### src/rtl/oled_spi_pkg.sv
// Shared types and defaults for the OLED SPI receive monitor.
// Latency: n/a (types and constants only).
// Backpressure: n/a.
package oled_spi_pkg;

  // Level of the dc pin for each byte type.
  localparam logic DC_CMD  = 1'b0;
  localparam logic DC_DATA = 1'b1;

  localparam int DEF_FIFO_DEPTH  = 8;
  localparam int DEF_SYNC_STAGES = 2;

  typedef enum logic [1:0] {
    IDLE   = 2'd0,
    ACTIVE = 2'd1,
    HOLD   = 2'd2
  } rx_state_t;

  // One received byte together with its dc tag.
  typedef struct packed {
    logic       is_data;
    logic [7:0] data;
  } rx_entry_t;

endpackage

### src/rtl/oled_spi_rx_monitor_if.sv
// SPI pins, FIFO read port and status of the receive monitor.
// Latency: n/a (signal bundle).
// Backpressure: rd_valid/rd_ready on the read side; SPI side has none.
// Modports: master = stimulus/consumer side, slave = monitor side.
interface oled_spi_rx_monitor_if;
  logic        spi_cs_n;
  logic        spi_clk;
  logic        spi_mosi;
  logic        oled_dc;
  logic        oled_res_n;
  logic        rd_ready;
  logic        rd_valid;
  logic [7:0]  rd_data;
  logic        rd_is_data;
  logic        overflow;
  logic        frame_err;
  logic [15:0] byte_count;
  logic        clr_status;

  modport master (
    output spi_cs_n, spi_clk, spi_mosi, oled_dc, oled_res_n, rd_ready, clr_status,
    input  rd_valid, rd_data, rd_is_data, overflow, frame_err, byte_count
  );

  modport slave (
    input  spi_cs_n, spi_clk, spi_mosi, oled_dc, oled_res_n, rd_ready, clr_status,
    output rd_valid, rd_data, rd_is_data, overflow, frame_err, byte_count
  );
endinterface

### src/rtl/oled_rx_fifo.sv
// First-word-fall-through FIFO of tagged rx bytes with synchronous flush.
// Latency: a push is visible at o_head the cycle after it is written.
// Backpressure: a push into a full FIFO is refused unless a pop happens in the same cycle.
// Ports: i_push/i_push_dat write, i_pop consume head, i_flush empties, o_head/o_full/o_empty.
module oled_rx_fifo
  import oled_spi_pkg::*;
#(
  parameter int DEPTH = DEF_FIFO_DEPTH
) (
  input  logic      clk,
  input  logic      rst_n,
  input  logic      i_push,
  input  rx_entry_t i_push_dat,
  input  logic      i_pop,
  input  logic      i_flush,
  output rx_entry_t o_head,
  output logic      o_full,
  output logic      o_empty
);

  localparam int AW    = $clog2(DEPTH);
  localparam int CNT_W = AW + 1;

  rx_entry_t        r_mem [DEPTH];
  logic [AW-1:0]    r_wr_ptr;
  logic [AW-1:0]    r_rd_ptr;
  logic [CNT_W-1:0] r_cnt;
  logic             w_do_pop;
  logic             w_do_push;

  assign o_full    = (r_cnt == CNT_W'(DEPTH));
  assign o_empty   = (r_cnt == '0);
  assign w_do_pop  = i_pop && !o_empty;
  // A pop frees the slot being written, so full + pop still accepts.
  assign w_do_push = i_push && (!o_full || w_do_pop);

  // Head reads as zero when empty so the output is clean after reset/flush.
  assign o_head = o_empty ? '0 : r_mem[r_rd_ptr];

  always_ff @(posedge clk) begin
    if (w_do_push && !i_flush) begin
      r_mem[r_wr_ptr] <= i_push_dat;
    end
  end

  always_ff @(posedge clk or negedge rst_n) begin
    if (!rst_n) begin
      r_wr_ptr <= '0;
      r_rd_ptr <= '0;
      r_cnt    <= '0;
    end else if (i_flush) begin
      r_wr_ptr <= '0;
      r_rd_ptr <= '0;
      r_cnt    <= '0;
    end else begin
      if (w_do_push) r_wr_ptr <= r_wr_ptr + 1'b1;
      if (w_do_pop)  r_rd_ptr <= r_rd_ptr + 1'b1;
      case ({w_do_push, w_do_pop})
        2'b10:   r_cnt <= r_cnt + 1'b1;
        2'b01:   r_cnt <= r_cnt - 1'b1;
        default: r_cnt <= r_cnt;
      endcase
    end
  end

endmodule

### src/rtl/oled_spi_rx_monitor.sv
// Rebuilds the OLED 4-wire SPI stream into dc-tagged bytes in a FIFO.
// Latency: rd_valid rises SYNC_STAGES+2 clk after the 8th sclk rise at the pins (FIFO empty).
// Backpressure: rd_ready stalls the head; a byte arriving while full is dropped and flagged.
// Ports: clk, rst_n (async, active-low), rx_if (slave): SPI/panel pins in,
//        rd_valid/rd_data/rd_is_data/rd_ready read port, overflow/frame_err/byte_count status,
//        clr_status pulse clears the sticky flags.
module oled_spi_rx_monitor
  import oled_spi_pkg::*;
#(
  parameter int FIFO_DEPTH  = DEF_FIFO_DEPTH,
  parameter int SYNC_STAGES = DEF_SYNC_STAGES
) (
  input  logic                 clk,
  input  logic                 rst_n,
  oled_spi_rx_monitor_if.slave rx_if
);

  // Synchroniser bit layout and the idle level of each pin.
  localparam int         P_CS   = 4;
  localparam int         P_SCLK = 3;
  localparam int         P_MOSI = 2;
  localparam int         P_DC   = 1;
  localparam int         P_RES  = 0;
  localparam logic [4:0] SYNC_RST = 5'b10001;

  logic [4:0] w_pins;
  logic [4:0] r_sync [SYNC_STAGES];
  logic [4:0] w_sync;
  logic       w_cs_n_s;
  logic       w_sclk_s;
  logic       w_mosi_s;
  logic       w_dc_s;
  logic       w_res_n_s;
  logic       r_sclk_d;
  logic       w_sclk_rise;

  rx_state_t  r_state;
  rx_state_t  w_state_nxt;
  logic       w_shift_en;
  logic       w_clear_rx;
  logic       w_flush;
  logic       w_frame_evt;

  logic [7:0] r_shift;
  logic [2:0] r_bit_cnt;
  logic       r_push_vld;
  logic       r_push_dc;

  rx_entry_t  w_push_dat;
  rx_entry_t  w_head;
  logic       w_full;
  logic       w_empty;
  logic       w_pop;
  logic       w_accept;
  logic       w_drop;

  logic        r_overflow;
  logic        r_frame_err;
  logic [15:0] r_byte_count;

  // ---------------- input synchroniser ----------------
  assign w_pins = {rx_if.spi_cs_n, rx_if.spi_clk, rx_if.spi_mosi, rx_if.oled_dc, rx_if.oled_res_n};

  always_ff @(posedge clk or negedge rst_n) begin
    if (!rst_n) begin
      for (int i = 0; i < SYNC_STAGES; i++) r_sync[i] <= SYNC_RST;
    end else begin
      r_sync[0] <= w_pins;
      for (int i = 1; i < SYNC_STAGES; i++) r_sync[i] <= r_sync[i-1];
    end
  end

  assign w_sync    = r_sync[SYNC_STAGES-1];
  assign w_cs_n_s  = w_sync[P_CS];
  assign w_sclk_s  = w_sync[P_SCLK];
  assign w_mosi_s  = w_sync[P_MOSI];
  assign w_dc_s    = w_sync[P_DC];
  assign w_res_n_s = w_sync[P_RES];

  always_ff @(posedge clk or negedge rst_n) begin
    if (!rst_n) r_sclk_d <= 1'b0;
    else        r_sclk_d <= w_sclk_s;
  end

  assign w_sclk_rise = w_sclk_s && !r_sclk_d;

  // ---------------- rx FSM ----------------
  always_ff @(posedge clk or negedge rst_n) begin
    if (!rst_n) r_state <= IDLE;
    else        r_state <= w_state_nxt;
  end

  always_comb begin
    w_state_nxt = r_state;
    if (!w_res_n_s) begin
      w_state_nxt = HOLD;
    end else begin
      case (r_state)
        IDLE:    if (!w_cs_n_s) w_state_nxt = ACTIVE;
        ACTIVE:  if (w_cs_n_s)  w_state_nxt = IDLE;
        HOLD:    w_state_nxt = IDLE;
        default: w_state_nxt = IDLE;
      endcase
    end
  end

  always_comb begin
    w_shift_en  = 1'b0;
    w_clear_rx  = 1'b0;
    w_flush     = 1'b0;
    w_frame_evt = 1'b0;
    case (r_state)
      IDLE: w_clear_rx = 1'b1;
      ACTIVE: begin
        // Panel reset takes priority; the HOLD state does the clearing next cycle.
        if (w_res_n_s) begin
          if (w_cs_n_s) begin
            w_frame_evt = (r_bit_cnt != 3'd0);
            w_clear_rx  = 1'b1;
          end else begin
            w_shift_en = w_sclk_rise;
          end
        end
      end
      HOLD: begin
        w_clear_rx = 1'b1;
        w_flush    = 1'b1;
      end
      default: w_clear_rx = 1'b1;
    endcase
  end

  // ---------------- shifter ----------------
  // The completed byte stays in r_shift for the push cycle; the next sclk
  // rise is at least 4 clk away so it cannot be overwritten in time.
  always_ff @(posedge clk or negedge rst_n) begin
    if (!rst_n) begin
      r_shift    <= '0;
      r_bit_cnt  <= '0;
      r_push_vld <= 1'b0;
      r_push_dc  <= 1'b0;
    end else begin
      r_push_vld <= 1'b0;
      if (w_clear_rx) begin
        r_shift   <= '0;
        r_bit_cnt <= '0;
      end else if (w_shift_en) begin
        r_shift   <= {r_shift[6:0], w_mosi_s};
        r_bit_cnt <= r_bit_cnt + 3'd1;
        if (r_bit_cnt == 3'd7) begin
          r_push_vld <= 1'b1;
          r_push_dc  <= w_dc_s;
        end
      end
    end
  end

  // ---------------- FIFO ----------------
  assign w_push_dat.is_data = r_push_dc;
  assign w_push_dat.data    = r_shift;
  assign w_pop    = !w_empty && rx_if.rd_ready;
  assign w_accept = r_push_vld && !w_flush && (!w_full || w_pop);
  assign w_drop   = r_push_vld && !w_flush && w_full && !w_pop;

  oled_rx_fifo #(
    .DEPTH (FIFO_DEPTH)
  ) u_fifo (
    .clk        (clk),
    .rst_n      (rst_n),
    .i_push     (r_push_vld),
    .i_push_dat (w_push_dat),
    .i_pop      (w_pop),
    .i_flush    (w_flush),
    .o_head     (w_head),
    .o_full     (w_full),
    .o_empty    (w_empty)
  );

  // ---------------- status ----------------
  // A new event beats a simultaneous clear.
  always_ff @(posedge clk or negedge rst_n) begin
    if (!rst_n) begin
      r_overflow   <= 1'b0;
      r_frame_err  <= 1'b0;
      r_byte_count <= '0;
    end else begin
      if (w_drop)                r_overflow <= 1'b1;
      else if (rx_if.clr_status) r_overflow <= 1'b0;
      if (w_frame_evt)           r_frame_err <= 1'b1;
      else if (rx_if.clr_status) r_frame_err <= 1'b0;
      if (w_accept)              r_byte_count <= r_byte_count + 16'd1;
    end
  end

  assign rx_if.rd_valid   = !w_empty;
  assign rx_if.rd_data    = w_head.data;
  assign rx_if.rd_is_data = w_head.is_data;
  assign rx_if.overflow   = r_overflow;
  assign rx_if.frame_err  = r_frame_err;
  assign rx_if.byte_count = r_byte_count;

endmodule
### src/flat_wrapper.sv
// flat-port wrapper written by rule: the top's interface ports become plain ports
module oled_spi_rx_monitor_flat import oled_spi_pkg::*;
#(
  parameter int FIFO_DEPTH  = DEF_FIFO_DEPTH,
  parameter int SYNC_STAGES = DEF_SYNC_STAGES
)
  (clk, rst_n, rx_if_spi_cs_n, rx_if_spi_clk, rx_if_spi_mosi, rx_if_oled_dc, rx_if_oled_res_n, rx_if_rd_ready, rx_if_clr_status, rx_if_rd_valid, rx_if_rd_data, rx_if_rd_is_data, rx_if_overflow, rx_if_frame_err, rx_if_byte_count);
  oled_spi_rx_monitor_if rx_if_i ();
  input  logic clk;
  input  logic rst_n;
  input wire logic [$bits(rx_if_i.spi_cs_n)-1:0] rx_if_spi_cs_n;
  input wire logic [$bits(rx_if_i.spi_clk)-1:0] rx_if_spi_clk;
  input wire logic [$bits(rx_if_i.spi_mosi)-1:0] rx_if_spi_mosi;
  input wire logic [$bits(rx_if_i.oled_dc)-1:0] rx_if_oled_dc;
  input wire logic [$bits(rx_if_i.oled_res_n)-1:0] rx_if_oled_res_n;
  input wire logic [$bits(rx_if_i.rd_ready)-1:0] rx_if_rd_ready;
  input wire logic [$bits(rx_if_i.clr_status)-1:0] rx_if_clr_status;
  output wire logic [$bits(rx_if_i.rd_valid)-1:0] rx_if_rd_valid;
  output wire logic [$bits(rx_if_i.rd_data)-1:0] rx_if_rd_data;
  output wire logic [$bits(rx_if_i.rd_is_data)-1:0] rx_if_rd_is_data;
  output wire logic [$bits(rx_if_i.overflow)-1:0] rx_if_overflow;
  output wire logic [$bits(rx_if_i.frame_err)-1:0] rx_if_frame_err;
  output wire logic [$bits(rx_if_i.byte_count)-1:0] rx_if_byte_count;
  assign rx_if_i.spi_cs_n = rx_if_spi_cs_n;
  assign rx_if_i.spi_clk = rx_if_spi_clk;
  assign rx_if_i.spi_mosi = rx_if_spi_mosi;
  assign rx_if_i.oled_dc = rx_if_oled_dc;
  assign rx_if_i.oled_res_n = rx_if_oled_res_n;
  assign rx_if_i.rd_ready = rx_if_rd_ready;
  assign rx_if_i.clr_status = rx_if_clr_status;
  assign rx_if_rd_valid = rx_if_i.rd_valid;
  assign rx_if_rd_data = rx_if_i.rd_data;
  assign rx_if_rd_is_data = rx_if_i.rd_is_data;
  assign rx_if_overflow = rx_if_i.overflow;
  assign rx_if_frame_err = rx_if_i.frame_err;
  assign rx_if_byte_count = rx_if_i.byte_count;
  oled_spi_rx_monitor #(.FIFO_DEPTH(FIFO_DEPTH), .SYNC_STAGES(SYNC_STAGES)) u_core (.clk(clk), .rst_n(rst_n), .rx_if(rx_if_i));
endmodule
### config.mk
export PLATFORM = sky130hd
export DESIGN_NAME = oled_spi_rx_monitor_flat
export DESIGN_NICKNAME = d
export VERILOG_FILES = /design/src/rtl/oled_spi_pkg.sv /design/src/rtl/oled_spi_rx_monitor_if.sv /design/src/rtl/oled_rx_fifo.sv /design/src/rtl/oled_spi_rx_monitor.sv /design/src/flat_wrapper.sv
export SDC_FILE = /design/constraint.sdc
export NUM_CORES = 1
export LEC_CHECK = 0
export BUFFER_PORTS_ARGS = -buffer_cell sky130_fd_sc_hd__buf_2
export CAP_MARGIN = 20
export CORE_MARGIN = 2
export CORE_UTILIZATION = 57
export CTS_BUF_LIST = sky130_fd_sc_hd__clkbuf_8
export CTS_CLUSTER_SIZE = 10
export DETAILED_ROUTE_END_ITERATION = 12
export GPL_TIMING_DRIVEN = 0
export PLACE_DENSITY = 0.74
export SLEW_MARGIN = 20
export SYNTH_ARGS = -nofsm -noshare
export SYNTH_HDL_FRONTEND = slang
export SYNTH_SLANG_ARGS = --single-unit
### constraint.sdc
create_clock -name clk -period 4.07 [get_ports clk]
set_clock_uncertainty 0.2 [all_clocks]
set_input_delay 0 -clock clk [delete_from_list [all_inputs] [get_ports clk]]
set_output_delay 0 -clock clk [all_outputs]
set_load 0.02 [all_outputs]
# --- Word-level counts from Yosys, hierarchy flattened ---
# Memory sizes are Yosys's and may differ from the RTL's.
# Cells that the tools add are included.
# W data, S select, Z words.
word_totals:
  ff_bits: 54
  ramBits: 72
  in_bits: 9
  out_inout_bits: 28
  elab_cells: 90
  mem_count: 1
classes:
  n_addsub: 6
  eq_ne: 8
  mux: 33
  bitwise: 1
  reduce_logical: 27
mem_list:
  columns: ["memory", "depth", "word_bits", "rd", "rd_ports_with_merged_regs", "write_ports", "line_no", "rtl"]
  rows:
  - ["u_core.u_fifo.r_mem", 8, 9, 1, 0, 1, "oled_rx_fifo.sv:24", "rx_entry_t r_mem [DEPTH];"]
op_table:
  columns: ["cell", "n"]
  rows:
  - ["$mux W1", 18]
  - ["$mux W3", 6]
  - ["$add A16 B1 Y16 const B", 1]
  - ["$mux W8", 2]
  - ["$reduce_bool A2 Y1", 5]
  - ["$add A3 B1 Y3 const B", 3]
  - ["$logic_and A1 B1 Y1", 9]
  - ["$mux W9", 1]
  - ["$pmux W4 S2", 1]
  - ["$mux W2", 3]
  - ["$reduce_bool A3 Y1", 2]
  - ["$logic_not A1 Y1", 5]
  - ["$add A4 B1 Y4 const B", 1]
  - ["$eq A2 B1 Y1 const B", 2]
  - ["$eq A2 B2 Y1 const B", 2]
  - ["$eq A4 B4 Y1 const B", 1]
  - ["$logic_not A4 Y1", 1]
  - ["$mux W4", 1]
  - ["$pmux W2 S2", 1]
  - ["$sub A4 B1 Y4 const B", 1]
  - ["$eq A3 B3 Y1 const B", 1]
  - ["$ne A3 B2 Y1 const B", 1]
  - ["$ne A3 B3 Y1 const B", 1]
  - ["$reduce_and A3 Y1", 1]
  - ["other kinds (4)", 5]

# --- Logic depth before layout (Yosys ltp) ---
# Gate-level depths: netlist of the first run.
logic_depth:
  word_depth: 9
  mapped_depth: 9
  mapped_depth_nobuf: 8

# --- By module ---
# From an unflattened synthesis of the first run, not the netlist that was laid out.
unflattened:
  cells_unflattened: 316
  hier_area_um2: 5139.9
by_module_without_submodules:
  columns: ["module", "instances", "cells_each", "area_each_um2"]
  rows:
  - ["oled_rx_fifo", 1, 188, 3412.0]
  - ["oled_spi_rx_monitor", 1, 128, 1727.9]

# --- Least setup slack after synthesis of the first run ---
# No wires, ideal clock.
synth_timing:
  path_type: "reg-to-reg"
  start: "register u_core.r_state[1]"
  end: "memory u_core.u_fifo.r_mem[1][0] in the netlist's numbering, enable pin"
  setup_time_ps: 387
  arrival_ps: 1955
  slack_ps: 1528
  path_stages_with_launch: 6
  n_path_buf: 1
  period_less_slack_ps: 2542
  cell_sequence: "dfrtp_1 nor2b_1 clkbuf_1 a211oi_1 nand2_1 nor3_1"
synth_between:
  elab_chain_cells: 6
synth_rtl:
  columns: ["element", "line_no", "rtl"]
  rows:
  - ["from (decl)", "oled_spi_rx_monitor.sv:37", "rx_state_t r_state;"]
  - ["from (signal assigned)", "oled_spi_rx_monitor.sv:90", "else r_state <= w_state_nxt;"]
  - ["$eq A2 B2 Y1", "oled_spi_rx_monitor.sv:112", "case (r_state)"]
  - ["$mux W1", "oled_spi_rx_monitor.sv:112", null]
  - ["$logic_not A1 Y1", "oled_rx_fifo.sv:41", "if (w_do_push && !i_flush) begin"]
  - ["$logic_and A1 B1 Y1", "oled_rx_fifo.sv:41", null]
  - ["$mux W1", "oled_rx_fifo.sv:41", null]
  - ["$mux W1 (implied by the code)", "oled_rx_fifo.sv:42", "r_mem[r_wr_ptr] <= i_push_dat;"]
  - ["to (decl)", "oled_rx_fifo.sv:24", null]
# No other way between the ends.

# --- Worst setup path after layout of the first run ---
layout_timing:
  start: "register u_core.r_state[1]"
  end: "memory u_core.u_fifo.r_mem[5][5] in the netlist's numbering, enable pin"
# The elaborated chain is that of the path after synthesis.

==> results of run 1 <==
==> synthesized netlist by cell type (all sizes together), types with 2 or more instances <==
cell type  number
edfxtp         72
dfrtp          50
nor2           20
mux4           18
nand2          15
nor3           12
inv            11
mux2i          11
xnor2          11
a22o           10
nand3           9
xor2            9
buf             8
ha              8
nand2b          7
nand4           6
clkbuf          5
nor4            5
o21ai           5
a21oi           4
dfstp           4
o211ai          3
or3             3
a211oi          2
and2            2
mux2            2
nor2b           2
o22ai           2
==> worst paths after layout <==
path	startpoint	endpoint
min in group asynchronous	rst_n	u_core.w_sync[0]
setup / recovery	u_core.r_state[1]	u_core.u_fifo.r_mem[5][5]
setup reg to reg	u_core.r_state[1]	u_core.u_fifo.r_mem[5][5]
max in group asynchronous	rst_n	u_core.u_fifo.r_cnt[2]
hold reg to reg	u_core.r_sync[6]	u_core.w_sync[1]
hold / removal	rx_if_clr_status	u_core.rx_if.frame_err
==> power breakdown <==
group / switching, µW / total [µW] / internal, µW
Clock: 493 / 1090 / 601
Combinational: 20.4 / 37.2 / 16.9
Sequential: 2.90 / 1350 / 1350
Total: 516 / 2480 / 1960
==> tightest hold or removal path, stage by stage <==
cell	delay (ps)
dlygate4sd3_1	510
buf_2	120
o22ai_1	80
==> per-layer routing <==
layer,GRT usage [%],vias up,wire length [µm]
met5,0,-,0
met4,8.219,0,115
met3,6.746,10,449
met2,33.63,76,4773
met1,29.88,1539,4306
li1,-,1396,-
==> kinds of logic (layout without fill, tap and decap cells) <==
| logic type | after synthesis | in the layout | synth area share, % |
|---|---|---|---|
| AO/OA/AOI/OAI | 32 | 32 | 5.433 |
| XOR/XNOR | 20 | 20 | 3.365 |
| adder cells (fa/ha/maj) | 8 | 8 | 1.923 |
| buffers and inverters | 24 | 108 | 2.235 |
| flip-flops | 126 | 126 | 67.60 |
| multiplexers | 31 | 31 | 10.34 |
| AND/OR/NAND/NOR | 88 | 88 | 9.111 |
==> metrics by stage <==
| step | utilization (%) | instances | hold slack (ps) | setup slack [ps] | area [µm²] |
|---|---|---|---|---|---|
| after floorplan | - | 329 | -495.6 | 1528 | 5205 |
| after global placement | 62.69 | 473 | -93.20 | 649.0 | 5520 |
| after detailed placement | 63.19 | 475 | -121.3 | 1022 | 5564 |
| after CTS | 69.66 | 521 | 109.7 | 987.0 | 6135 |
| after global routing | 69.66 | 521 | 144.1 | 797.5 | 6135 |
| final | 69.66 | 521 | 127.3 | 1017 | 6135 |
==> final cells by class <==
type / count / area [µm²] / area share [%]
timing repair buffer: 53 / 365.4 / 5.956
multi-input combinational: 179 / 1597 / 26.02
clock buffer: 17 / 234.0 / 3.814
inverter: 11 / 41.29 / 0.6731
sequential: 126 / 3518 / 57.35
buffer: 13 / 75.07 / 1.224
clock inverter: 14 / 168.9 / 2.753
tap: 108 / 135.1 / 2.203
==> state kept, by name, indices dropped and copies added (netlist names), 2 cells and up <==
| signal | cells |
|---|---|
| u_core.u_fifo.r_mem | 72 |
| u_core.r_shift | 8 |
| u_core.u_fifo.r_rd_ptr | 3 |
| u_core.r_sync | 5 |
| u_core.rx_if.byte_count | 16 |
| u_core.r_bit_cnt | 3 |
| u_core.u_fifo.r_wr_ptr | 3 |
| u_core.r_state | 2 |
| u_core.u_fifo.r_cnt | 4 |
| u_core.w_sync | 5 |
==> impl_metrics.yaml, run 1 <==
cts:
  insertion_delay_ps: 420
  numCtsBuffers: 17
  cts_tree: "done"
  clk_root_buffer_cell: "clkbuf_8"
  postCtsHoldBufs: 15
  clk_pin_slew_worst_paths_ps: 70
  cts.path.max_buffers: 2
  postCtsSetupRepairBufs: 0
  cts_sinks: 126
  cts_resized: 0
  htreeDepth: 4
worst_setup_path:
  cp-end-kind: "flop"
  cp.depth: 5
  start_kind: "flop"
  cp_max_fo: 10
  worst-path-buf-inv: 1
  cp_data_arrival_time_ps: 2900
  crit_family: "simple AND/OR/NAND/NOR gates"
  cp_slowest_cell: "nor2_1"
  reg2reg_depth: 5
  r2r_setup_slack_ps: 1020
  worstPathCellList: "nor2b_1 -> clkbuf_1 -> a211oi_1 -> nand2_1 -> nor2_1"
  required_ps: 3910
  slowest_delay_ps: 770
  crit_type: "reg -> reg"
logic_synthesis:
  syn_nets: 346
  synth.distinct_cells: 52
  synth.area.top_cells: "edfxtp_1, dfrtp_1, mux4_2, mux2i_1, dfstp_2"
  ys_warn_count: 0
  synth_area_um2: 5205
  avgSynthCellArea_um2: 15.82
  async_flop_share_pct: 42.86
  yosysSeqAreaShare_pct: 67.60
  ys_ff_latch: 126
  postSynthCellCount: 329
  synth_edf_count: 72
  synth_top_area_cell: "edfxtp_1"
  synth_top_area_share_pct: 41.54
  yosys_most_used_dff: "edfxtp_1"
sta:
  totalNegativeSetupSlack_ps: 0
  rsz0062_at_grt: "no"
  fin_crit_ps: 3053
  hold_violations: 0
  fmax_mhz: 327.6
  slew_headroom_pct: 38.02
  period_share_pct: 75.00
  worst_slew_pin_slew_ps: 926.2
  drv_slew: 0
  setup_viol: 0
global_route:
  grt_pass1_vias: 3051
  grt_max_degree: 51
  antenna_found_initial: 0
  grt_use_total_pct: 21.87
  grt_overflow: 0
  grt_pass1_wl_mm: 15.90
finish:
  fin_nets: 418
  diodes: 0
  final_common_cell: "edfxtp_1"
  mostFrequentLayoutCells: "edfxtp_1, dfrtp_1, buf_2, nor2_1, mux4_2"
  area_growth_pct: 17.86
  fill_cells: 582
  drive_gt1_share_pct: 27.85
worst_hold_path:
  hold_path_depth: 3
  min_path_type: "in -> reg"
floorplanning:
  dieHeight_um: 99.56
  fp.coreArea_um2: 8806
  die_w_um: 99.56
  die-area_um2: 9912
  num_io_pins: 37
  rows: 34
  start_util_pct: 59.11
placed_design:
  io_buffers: 36
  gp_congestion: 0.7625
  hpwl_mm: 6.219
power_and_ir_drop:
  p_leak_uw: 0.002356
  vdd_drop_max_v: 0.0002477
  p_per_area_nw_per_um2: 404.5
  fin_total_pwr_uw: 2481
detailed_routing:
  ant_nets: 0
  viasPerCell: 5.798
  num_vias: 3021
  drtIter0Drc: 190
  wl_per_cell_um: 18.51
  first_pass_iters: 4
  drc_errors: 0
  routed_wl_mm: 9.646
run:
  drv_cap: 0
outcome:
  status: "complete, no violations"
Note: power is estimated with default switching activity, not from simulation.
==> run 2: changes to the inputs <==
- ABC_AREA: not set -> 1
- clock period: 4.07 -> 3.12 ns (I/O delays scaled with it)
==> run 2 against run 1 <==
- maximum frequency up 28%
- die area grew 3.5%
- largest power group unchanged
- utilization is 1.6 points lower
- worst hold slack improved by 22 ps
- clock power up 21%
- global-route usage rose by 1.5 points
- via count grew 24%
- first-iteration DRC count rose by 9.5%
- register-to-register slack worse by 280 ps
==> impl_metrics.yaml, run 2 <==
power_and_ir_drop:
  p_leak_uw: 0.002655
  vdd_drop_max_v: 0.0002917
  fin_total_pwr_uw: 3136
  p_per_area_nw_per_um2: 501.3
cts:
  numCtsBuffers: 17
  cts_tree: "done"
  clk_pin_slew_worst_paths_ps: 80
  cts_resized: 0
  cts_sinks: 126
  htreeDepth: 4
  cts.path.max_buffers: 2
  postCtsSetupRepairBufs: 0
  clk_root_buffer_cell: "clkbuf_8"
  insertion_delay_ps: 440
  postCtsHoldBufs: 15
sta:
  worst_slew_pin_slew_ps: 909.0
  hold_violations: 0
  setup_viol: 0
  slew_headroom_pct: 39.18
  drv_slew: 0
  fmax_mhz: 419.6
  fin_crit_ps: 2383
  rsz0062_at_grt: "no"
  totalNegativeSetupSlack_ps: 0
  fin_ws_ps: 736.6
  period_share_pct: 76.39
logic_synthesis:
  yosysMostFrequentCell: "nor2_1"
  async_flop_share_pct: 42.86
  synth_edf_count: 72
  postSynthCellCount: 489
  synth.distinct_cells: 40
  avgSynthCellArea_um2: 11.03
  yosys_most_used_dff: "edfxtp_1"
  ys_warn_count: 0
  synth_top_area_cell: "edfxtp_1"
  yosysSeqAreaShare_pct: 65.23
  synth_commonest_cells: "nor2_1, edfxtp_1, o21ai_0"
  synth.area.top_cells: "edfxtp_1, dfrtp_1, nor2_1, o21ai_0, nand2_1"
  ys_ff_latch: 126
  synth_top_area_share_pct: 40.08
  syn_nets: 506
  synth_area_um2: 5394
worst_setup_path:
  crit-reg2reg-launch: "u_core.r_push_vld"
  cp_max_fo: 9
  slowest_delay_ps: 710
  cp-end-kind: "flop"
  required_ps: 2980
  worst-path-buf-inv: 2
  worstPathCellList: "inv_1 -> nor2_4 -> nand2_4 -> inv_8 -> nand2_1 -> nor2_1"
  startpoint: "u_core.r_push_vld"
  start_kind: "flop"
  crit_family: "simple AND/OR/NAND/NOR gates"
  cp_slowest_cell: "nor2_1"
  crit_type: "reg -> reg"
  cp_data_arrival_time_ps: 2250
global_route:
  antenna_found_initial: 0
  grt_use_total_pct: 23.35
  use_met3_pct: 6.211
  grtUsageMet2_pct: 40.09
  grt_pass1_vias: 3686
  grt_overflow: 0
  grt_max_degree: 51
  grt.busiest_layer: "met2"
  grt_util_met1_pct: 28.02
  grt_pass1_wl_mm: 17.75
placed_design:
  io_buffers: 36
  hpwl_mm: 7.323
  place_worst_setup_slack_ps: 743.4
  gp_congestion: 0.9352
  place_area_um2: 5715
detailed_routing:
  routed_wl_mm: 11.06
  num_vias: 3746
  ant_nets: 0
  drtIter0Drc: 208
  drc_errors: 0
  viasPerCell: 5.485
  first_pass_iters: 4
  wl_per_cell_um: 16.19
floorplanning:
  die-area_um2: 10260
  num_io_pins: 37
  die_w_um: 101.3
  dieHeight_um: 101.3
  rows: 35
  start_util_pct: 58.65
  fp.coreArea_um2: 9196
worst_hold_path:
  hold_start: "u_core.r_sync[9]"
  min_path_type: "reg -> reg"
outcome:
  status: "complete, no violations"
finish:
  regMostFlops: "u_core.u_fifo.r_mem"
  final_common_cell: "nor2_1"
  fin_nets: 576
  area_growth_pct: 15.98
  drive_gt1_share_pct: 18.53
  mostFrequentLayoutCells: "nor2_1, edfxtp_1, o21ai_0, nand2_1, dfrtp_1"
  largest_reg_flops: 72
  fin_area_um2: 6256
  diodes: 0
run:
  drv_cap: 0
==> run 2: cell count changes in the layout (fill, tap and decap cells not counted), moves of 7 or more <==
cell / change
nand2b_1: -7
a31oi_1: +8
nor2_1: +69
o21ai_1: +15
a22o_1: -10
mux2i_1: -11
o22ai_1: +7
o21ai_0: +50
inv_1: +35
nand2_1: +36
nand3_1: +10
mux4_2: -18
==> run 2: cells by family after synthesis <==
kind of cell | count (synthesis) | share of synthesized area (%)
simple gates | 180 | 14.96
mux | 1 | 0.2088
flops | 126 | 65.23
fa+ha+maj | 8 | 1.856
buf+inv | 64 | 5.428
compound gates | 94 | 9.719
xor+xnor | 16 | 2.598
==> run 2: power breakdown <==
| group | leakage (µW) | internal [µW] | switching (µW) |
|---|---|---|---|
| sequential | 0.00145 | 1760 | 5.16 |
| combinational | 0.00102 | 22.0 | 27.8 |
| clock | 0.000186 | 640 | 684 |
| total | 0.00265 | 2420 | 717 |
==> run 2: stage by stage <==
step	hold slack (ps)	instances	utilization [%]
3_5_place_dp	-118.8	636	62.15
6_report	149.5	683	68.03
5_1_grt	150.5	683	68.03
3_3_place_gp	-94.62	636	62.12
4_1_cts	107.1	683	68.03
2_1_floorplan	-495.6	489	-
==> run 2: cell type report <==
| type | count | area [µm²] |
|---|---|---|
| sequential | 126 | 3518 |
| inverter | 47 | 183.9 |
| multi-input combinational | 299 | 1583 |
| clock inverter | 15 | 138.9 |
| tap | 111 | 138.9 |
| fill | 710 | 2940 |
| clock buffer | 17 | 234.0 |
| buffer | 17 | 108.9 |
| timing repair buffer | 51 | 350.3 |
==> run 2: worst reg2reg max path, cell delays in order, from the launching register on <==
cell and delay, ps:
dfrtp_1 420, inv_1 160, nor2_4 160, nand2_4 130
inv_8 110, nand2_1 120, nor2_1 710
==> run 2: final timing paths <==
| check | endpoint | slack, ps | depth (start not counted) |
|---|---|---|---|
| worst min register to register | u_core.w_sync[4] | 150 | 0 |
| min in group asynchronous | u_core.r_sync[5] | 440 | 3 |
| worst max register to register | u_core.u_fifo.r_mem[0][3] | 740 | 6 |
| max in group asynchronous | u_core.r_shift[1] | 2010 | 4 |
| worst min-delay path | u_core.w_sync[4] | 150 | 0 |
| worst max-delay path | u_core.u_fifo.r_mem[0][3] | 740 | 6 |
==> run 2: per-layer routing <==
layer / wire (µm) / share of wire [%] / up-vias
li1: - / - / 1803
met1: 4490 / 41 / 1789
met2: 5642 / 51 / 131
met3: 646 / 5.8 / 23
met4: 281 / 2.5 / 0
met5: 0 / 0 / -
